<file path="config.mk">
export PLATFORM = sky130hd
export DESIGN_NAME = gf_poly_eval
export DESIGN_NICKNAME = d
export VERILOG_FILES = /design/src/rtl/gf_poly_eval_pkg.sv /design/src/rtl/gf_mul.sv /design/src/rtl/gf_poly_eval.sv
export SDC_FILE = /design/constraint.sdc
export NUM_CORES = 1
export LEC_CHECK = 0
export CAP_MARGIN = 15
export CORE_MARGIN = 2
export CORE_UTILIZATION = 60
export CTS_CLUSTER_DIAMETER = 150
export DETAILED_ROUTE_END_ITERATION = 12
export GPL_TIMING_DRIVEN = 0
export PLACE_DENSITY = 0.83
export SETUP_SLACK_MARGIN = 0.2
export SLEW_MARGIN = 5
export SYNTH_ARGS = -nofsm -noshare
export SYNTH_HDL_FRONTEND = slang
export SYNTH_SLANG_ARGS = --single-unit
</file>
<file path="constraint.sdc">
create_clock -name clk -period 3.6 [get_ports clk]
set_input_delay 0.36 -clock clk [delete_from_list [all_inputs] [get_ports clk]]
set_output_delay 0.36 -clock clk [all_outputs]
set_load 0.01 [all_outputs]
</file>
<file path="src/rtl/gf_poly_eval_pkg.sv">
// Shared GF(2^8) constants, FSM state encoding and the bit-serial field multiply
// used by the evaluator datapath.
package gf_poly_eval_pkg;

    localparam int GF_W = 8;
    // Low byte of the field polynomial x^8+x^4+x^3+x^2+1 (0x11D).
    localparam logic [GF_W-1:0] GF_POLY = 8'h1D;

    typedef enum logic [2:0] {
        S_IDLE,
        S_LOAD,
        S_FETCH,
        S_MUL,
        S_WAIT,
        S_ACC,
        S_DONE
    } state_t;

    function automatic logic [GF_W-1:0] gf_mult(input logic [GF_W-1:0] a,
                                                input logic [GF_W-1:0] b);
        logic [GF_W-1:0] p;
        logic [GF_W-1:0] t;
        p = '0;
        t = a;
        for (int i = 0; i < GF_W; i++) begin
            if (b[i]) p = p ^ t;
            t = t[GF_W-1] ? ((t << 1) ^ GF_POLY) : (t << 1);
        end
        return p;
    endfunction

endpackage

</file>
<file path="src/rtl/gf_mul.sv">
// GF(2^8) multiplier with optional input and output register stages.
// With REG_IN=REG_OUT=1, done and mul_out appear two cycles after start.
module gf_mul
    import gf_poly_eval_pkg::*;
#(
    parameter bit REG_IN  = 1'b1,
    parameter bit REG_OUT = 1'b1
) (
    input  logic            clk,
    input  logic            start,
    input  logic [GF_W-1:0] in_1,
    input  logic [GF_W-1:0] in_2,
    output logic            done,
    output logic [GF_W-1:0] mul_out
);

    logic [GF_W-1:0] a_q;
    logic [GF_W-1:0] b_q;
    logic [GF_W-1:0] prod;
    logic            v_q;

    // NOTE: these datapath flops deliberately have no reset; the consumer only
    // trusts done while it is actually waiting for a product.
    generate
        if (REG_IN) begin : g_reg_in
            always_ff @(posedge clk) begin
                v_q <= start;
                if (start) begin
                    a_q <= in_1;
                    b_q <= in_2;
                end
            end
        end else begin : g_comb_in
            assign v_q = start;
            assign a_q = in_1;
            assign b_q = in_2;
        end
    endgenerate

    assign prod = gf_mult(a_q, b_q);

    generate
        if (REG_OUT) begin : g_reg_out
            always_ff @(posedge clk) begin
                done    <= v_q;
                mul_out <= prod;
            end
        end else begin : g_comb_out
            assign done    = v_q;
            assign mul_out = prod;
        end
    endgenerate

endmodule

</file>
<file path="src/rtl/gf_poly_eval.sv">
// Horner-rule evaluator of p(r) = sum c_i r^i over GF(2^8); coefficients come
// from a 1-cycle-latency RAM, highest index first, products from gf_mul.
module gf_poly_eval
    import gf_poly_eval_pkg::*;
#(
    parameter int N_COEFF = 8,
    parameter int ADDR_W  = 3
) (
    input  logic              clk,
    input  logic              rst_n,
    input  logic              start,
    input  logic [GF_W-1:0]   eval_point,
    output logic              coeff_rd,
    output logic [ADDR_W-1:0] coeff_addr,
    input  logic [GF_W-1:0]   coeff_data,
    output logic              busy,
    output logic              done,
    output logic [GF_W-1:0]   result
);

    localparam logic [ADDR_W-1:0] ADDR_LAST = ADDR_W'(N_COEFF - 1);
    localparam logic [ADDR_W-1:0] IDX_FIRST = ADDR_W'((N_COEFF > 1) ? N_COEFF - 2 : 0);

    state_t            state;
    state_t            next_state;
    logic [GF_W-1:0]   r_reg;
    logic [GF_W-1:0]   acc;
    logic [GF_W-1:0]   acc_next;
    logic [GF_W-1:0]   coeff_lat;
    logic [ADDR_W-1:0] idx;
    logic              mul_start;
    logic              mul_done;
    logic [GF_W-1:0]   mul_out;

    gf_mul #(
        .REG_IN  (1'b1),
        .REG_OUT (1'b1)
    ) u_gf_mul (
        .clk     (clk),
        .start   (mul_start),
        .in_1    (acc),
        .in_2    (r_reg),
        .done    (mul_done),
        .mul_out (mul_out)
    );

    // NOTE: sequential state always uses <= so every flop samples pre-edge values.
    always_ff @(posedge clk or negedge rst_n) begin
        if (!rst_n) state <= S_IDLE;
        else        state <= next_state;
    end

    // NOTE: every signal driven here gets a default first, so no latch is inferred.
    always_comb begin
        next_state = state;
        mul_start  = 1'b0;
        acc_next   = acc;
        case (state)
            S_IDLE:  if (start) next_state = S_LOAD;
            S_LOAD:  next_state = S_FETCH;
            S_FETCH: begin
                acc_next   = coeff_data;
                next_state = (N_COEFF == 1) ? S_DONE : S_MUL;
            end
            S_MUL: begin
                mul_start  = 1'b1;
                next_state = S_WAIT;
            end
            S_WAIT:  next_state = S_ACC;
            S_ACC: begin
                if (mul_done) begin
                    acc_next   = mul_out ^ coeff_lat;
                    next_state = (idx == '0) ? S_DONE : S_MUL;
                end
            end
            S_DONE:  next_state = S_IDLE;
            default: next_state = S_IDLE;
        endcase
    end

    assign done = (state == S_DONE);

    // Read strobe and address are registered one step ahead, so the address
    // simply holds between reads.
    always_ff @(posedge clk or negedge rst_n) begin
        if (!rst_n) begin
            r_reg      <= '0;
            acc        <= '0;
            coeff_lat  <= '0;
            idx        <= '0;
            busy       <= 1'b0;
            result     <= '0;
            coeff_rd   <= 1'b0;
            coeff_addr <= '0;
        end else begin
            acc      <= acc_next;
            busy     <= (next_state != S_IDLE);
            coeff_rd <= (next_state == S_LOAD) || (next_state == S_MUL);
            if (state == S_IDLE && start) r_reg <= eval_point;
            if (state == S_WAIT) coeff_lat <= coeff_data;
            if (next_state == S_DONE) result <= acc_next;
            if (state == S_FETCH) idx <= IDX_FIRST;
            else if (state == S_ACC && next_state == S_MUL) idx <= idx - 1'b1;
            if (next_state == S_LOAD) coeff_addr <= ADDR_LAST;
            else if (next_state == S_MUL)
                coeff_addr <= (state == S_FETCH) ? IDX_FIRST : idx - 1'b1;
        end
    end

endmodule

</file>
* Word level (Yosys, flattened, before mapping)
Cells that the tools add are included.
Storage, ports and cells: register bits 69, word-level logic and storage cells 74
Operators by class: add/subtract/negate cells 1, equal/unequal tests 9, multiplexer cells 27, bitwise operators 15, reductions and logical operators 8
Operator list (count):
- 8-bit 2-to-1 mux | 9
- 8-bit bitwise XOR | 8
- 5-bit 2-to-1 mux | 7
- 4-bit inverter | 7
- 3-bit 2-to-1 mux | 8
- 3-bit one-hot mux with 6 select lines | 1
- 8-bit one-hot mux with 2 select lines | 1
- 3-bit equality test (second input constant) | 4
- 3-bit by 2-bit equality test with 1-bit output (second input constant) | 3
- 3-bit by 1-bit equality test with 1-bit output (second input constant) | 2
- 3-bit zero test | 2
- 2-bit nonzero test | 2
- 3-bit nonzero test | 1
- 3-bit by 1-bit subtractor with 3-bit output (second input constant) | 1
- 1-bit logical AND | 2
- 1-bit logical OR | 1
- 1-bit 2-to-1 mux | 1

* Longest topological paths before layout
depth after elaboration 16, mapped depth 7, mapped depth without buffers 7

* By module
A second synthesis with hierarchy kept.
Unflattened totals: cell total of the unflattened synthesis 368, area total of the unflattened synthesis 3988.8 sq um
Modules (own cells, without submodules):
- gf_mul | times used 1, cells an instance 208, area an instance 2043.2 sq um
- gf_poly_eval | times used 1, cells an instance 160, area an instance 1945.6 sq um

* Least setup slack after synthesis
No wires, ideal clock.
path kind flip-flop to flip-flop, from reg u_gf_mul.a_q[6], to reg u_gf_mul.mul_out[4], arrival 1748 ps, path slack 1723 ps, stages on the path, launching flop included 7, period minus slack after synthesis 1877 ps, cell sequence edfxtp_1 buf_6 xor3_2 nand2_1 xnor2_1 xnor3_1 xnor3_1
Between the ends: word-level cells in the longest chain between the ends 13, elaborated cells on any way between the ends 23
RTL lines:
- start: declaration | line gf_mul.sv:17 | logic [GF_W-1:0] a_q;
- start signal: assignment | line gf_mul.sv:29 | a_q <= in_1;
- 5-bit 2-to-1 mux (*) | line gf_poly_eval_pkg.sv:27 | t = t[GF_W-1] ? ((t << 1) ^ GF_POLY) : (t << 1);
- 8-bit bitwise XOR or 4-bit inverter (tied branches)
- 8-bit 2-to-1 mux or 5-bit 2-to-1 mux (tied branches) | line gf_poly_eval_pkg.sv:26, gf_poly_eval_pkg.sv:27
- 8-bit bitwise XOR or 4-bit inverter (tied branches)
- 8-bit 2-to-1 mux or 5-bit 2-to-1 mux (tied branches) | line gf_poly_eval_pkg.sv:26, gf_poly_eval_pkg.sv:27
- 8-bit bitwise XOR | line gf_poly_eval_pkg.sv:26 | if (b[i]) p = p ^ t;
- 8-bit 2-to-1 mux | line gf_poly_eval_pkg.sv:26
- 8-bit bitwise XOR | line gf_poly_eval_pkg.sv:26
- 8-bit 2-to-1 mux | line gf_poly_eval_pkg.sv:26
- 8-bit bitwise XOR | line gf_poly_eval_pkg.sv:26
- 8-bit 2-to-1 mux | line gf_poly_eval_pkg.sv:26
- 8-bit bitwise XOR | line gf_poly_eval_pkg.sv:26
- 8-bit 2-to-1 mux (*) | line gf_poly_eval_pkg.sv:26
- named net u_gf_mul.prod[4] | line gf_mul.sv:19 | logic [GF_W-1:0] prod;
- end signal: assignment | line gf_mul.sv:46 | mul_out <= prod;
- end: declaration | line gf_mul.sv:14 | output logic [GF_W-1:0] mul_out
Mark *: on every way through the listed nets, which the timed path passes. The rest lies on a longest branch. A chain may end at the register's enable or synchronous reset.

* Worst setup path in the final report
from reg state[2], to out done
Between the ends: word-level cells in the longest chain between the ends 1
RTL lines:
- start: declaration | line gf_poly_eval.sv:24 | state_t state;
- start signal: assignment | line gf_poly_eval.sv:50 | else state <= next_state;
- 3-bit equality test | line gf_poly_eval.sv:81 | assign done = (state == S_DONE);
- end: declaration | line gf_poly_eval.sv:17 | output logic done,
Every way passes these cells.

==> results.json <==
{
  "syn2layout_area_growth_pct": 18.0,
  "min_period_ps": 2230,
  "critPathCaptureType": "output pin",
  "cap_violations": 0,
  "worst-r2r-cell-count": 4,
  "synth_nets": 352,
  "clockBufferDepth": 2,
  "p_int_w": 0.00269,
  "layout_commonest_cell": "nand2_1",
  "initial_core_util_pct": 62.2,
  "status": "complete, no violations",
  "p_seq_share_pct": 32.4,
  "holdCritPathClass": "reg -> reg",
  "coreArea_um2": 5960,
  "num_vias": 2513,
  "clkPwrFrac_pct": 16.4,
  "num_io_pins": 33,
  "synth.distinct_cells": 43,
  "grt_antenna_before_repair": 0,
  "rsz0062_at_grt": "false",
  "ir_drop_v": 0.000490,
  "post-cts-setup-buffer-count": 0,
  "skew_ps": 13.6,
  "die_y_um": 82.6,
  "critical_path_class": "reg -> out",
  "tns_ps": 0,
  "place_ws_ps": 1420,
  "drc": 0,
  "hold_viol": 0,
  "timing.final.ws_setup_ps": 1370,
  "p_leak_nw": 1.82,
  "wl_um": 7570,
  "ys_ff_latch": 69,
  "arrival_ps": 1870,
  "final_antenna_net_count": 0,
  "synthCells": 331,
  "first_pass_iters": 4,
  "worst_setup_path_start_kind": "flip-flop",
  "h-tree-depth": 3,
  "die_w_um": 82.6,
  "fin_nets": 398,
  "grt_pass1_vias": 2614,
  "p_comb_share_pct": 51.2,
  "synth.cell_area_um2": 3700,
  "cts_tree": "built",
  "tightest_slew_ps": 896,
  "sw_frac_of_total_pct": 34.9,
  "seq_area_frac_synth_pct": 47.4,
  "grt_max_degree": 33,
  "grt_pass1_wl_um": 12600,
  "clk_pin_slew_ps": 70,
  "crit_required_ps": 3240,
  "syn_avg_cell_area_um2": 11.2,
  "slew_viol_final": 0,
  "dp_hpwl_um": 5170,
  "dr.first_iter.drc_count": 164,
  "power_density_nw_per_um2": 945,
  "gp_congestion": 0.871,
  "cts.sinks": 69,
  "final_cell_mix": "nand2_1 (58), xnor2_1 (52), dfrtp_1 (43)",
  "relSlewSlack_pct": 40.1,
  "track_usage_pct": 25.3,
  "viasPerCell": 5.50,
  "period_share_pct": 62.0,
  "die-area_um2": 6820,
  "core.rowCount": 28,
  "switching_power_w": 0.00144,
  "min_path_cells": 0,
  "gr-total-overflow": 0,
  "cts_buffers": 9,
  "setup_viol": 0,
  "n_antenna_cell": 0,
  "root_buffer": "clkbuf_8",
  "clk_latency_ps": 340,
  "ys_warn_count": 0,
  "drive_above_1_share_pct": 15.4,
  "path_max_fanout": 10,
  "wl_per_cell_um": 16.6,
  "portBuffers": 32,
  "fmax_mhz": 448
}
through the flow:
stage / total power [W] / area, µm² / instances / hold WS [ps] / util (%)
after floorplan: 0.00297 / 3700 / 331 / 64.4 / -
after global placement: 0.00334 / 4120 / 438 / 313 / 69.2
after detailed placement: 0.00341 / 4150 / 440 / 267 / 69.6
after CTS: 0.00413 / 4370 / 457 / 351 / 73.4
after global routing: 0.00439 / 4370 / 457 / 352 / 73.4
final: 0.00413 / 4370 / 457 / 353 / 73.4
metal layers:
metal	GRT usage, %	vias up	share of wire (%)
met2	41.5	73	49
li1	-	1209	-
met1	32.7	1213	44
met5	0	-	0
met3	6.85	18	5.1
met4	8.69	0	1.7
final timing paths:
kind | startpoint | endpoint | slack [ps]
worst min-delay path | u_gf_mul.v_q | u_gf_mul.done | 350
worst max-delay path | state[2] | done | 1370
max in group asynchronous | rst_n | acc[6] | 2690
worst max register to register | state[0] | result[7] | 1400
worst min register to register | u_gf_mul.v_q | u_gf_mul.done | 350
min in group asynchronous | rst_n | state[0] | 440
cell families (layout without fill, tap and decap cells):
logic type,after synthesis,in the layout,share of synthesized area (%)
simple gates,100,100,12.0
xor+xnor,78,78,22.4
flops,69,69,47.4
compound gates,31,31,6.05
mux,28,28,8.48
buf+inv,23,74,2.94
fa+ha+maj,2,2,0.675
critical path: stages, from the launching register on:
cell and delay (ps):
dfrtp_1 430, clkbuf_1 360, nand2_1 120, nor2_1 90, clkdlybuf4s50_1 530
cell type report:
type,instances,area [µm²]
Clock buffer,10,128
Inverter,5,18.8
Buffer,18,90.1
Tap cell,75,93.8
Timing Repair Buffer,35,357
Clock inverter,6,88.8
Sequential cell,69,1760
Multi-Input combinational cell,239,1840
Fill cell,407,1580
power by group through the flow:
stage	combinational [W]	sequential (W)	clock, W
6_report	0.00211	0.00134	0.000678
5_1_grt	0.00230	0.00137	0.000714
4_1_cts	0.00211	0.00133	0.000687
3_5_place_dp	0.00207	0.00134	0
3_3_place_gp	0.00201	0.00133	0
2_1_floorplan	0.00166	0.00130	0
synthesized netlist by cell type (all sizes together):
cell type | instances | area, µm²
inv | 5 | 18.8
nand4b | 1 | 8.76
edfxtp | 16 | 480
nor3 | 1 | 5.00
mux2 | 27 | 304
and4b | 1 | 10.0
clkbuf | 7 | 26.3
o211ai | 1 | 7.51
xor2 | 15 | 131
a22oi | 1 | 7.51
buf | 11 | 63.8
and3 | 1 | 6.26
a221o | 8 | 80.1
nand2b | 2 | 12.5
dfrtp | 43 | 1080
nor3b | 3 | 27.5
a32oi | 3 | 26.3
o22ai | 2 | 12.5
xnor3 | 9 | 203
ha | 2 | 25.0
or2 | 1 | 6.26
and2 | 1 | 6.26
dfxtp | 10 | 200
o21ai | 6 | 30.0
a21boi | 1 | 7.51
a221oi | 1 | 8.76
mux2i | 1 | 10.0
xor3 | 1 | 25.0
and3b | 1 | 8.76
nand3 | 2 | 10.0
a21oi | 6 | 30.0
nor4b | 1 | 15.0
o31ai | 1 | 7.51
nand2 | 58 | 218
xnor2 | 53 | 472
nor2b | 4 | 25.0
nor2 | 23 | 86.3
a31oi | 1 | 6.26
timing repair:
action / CTS / global route
hold buffers: 1 / 0
endpoints found under the hold margin: 11 / 0
gates resized for setup: 0 / 0
Note: power is estimated with default switching activity, not from simulation.
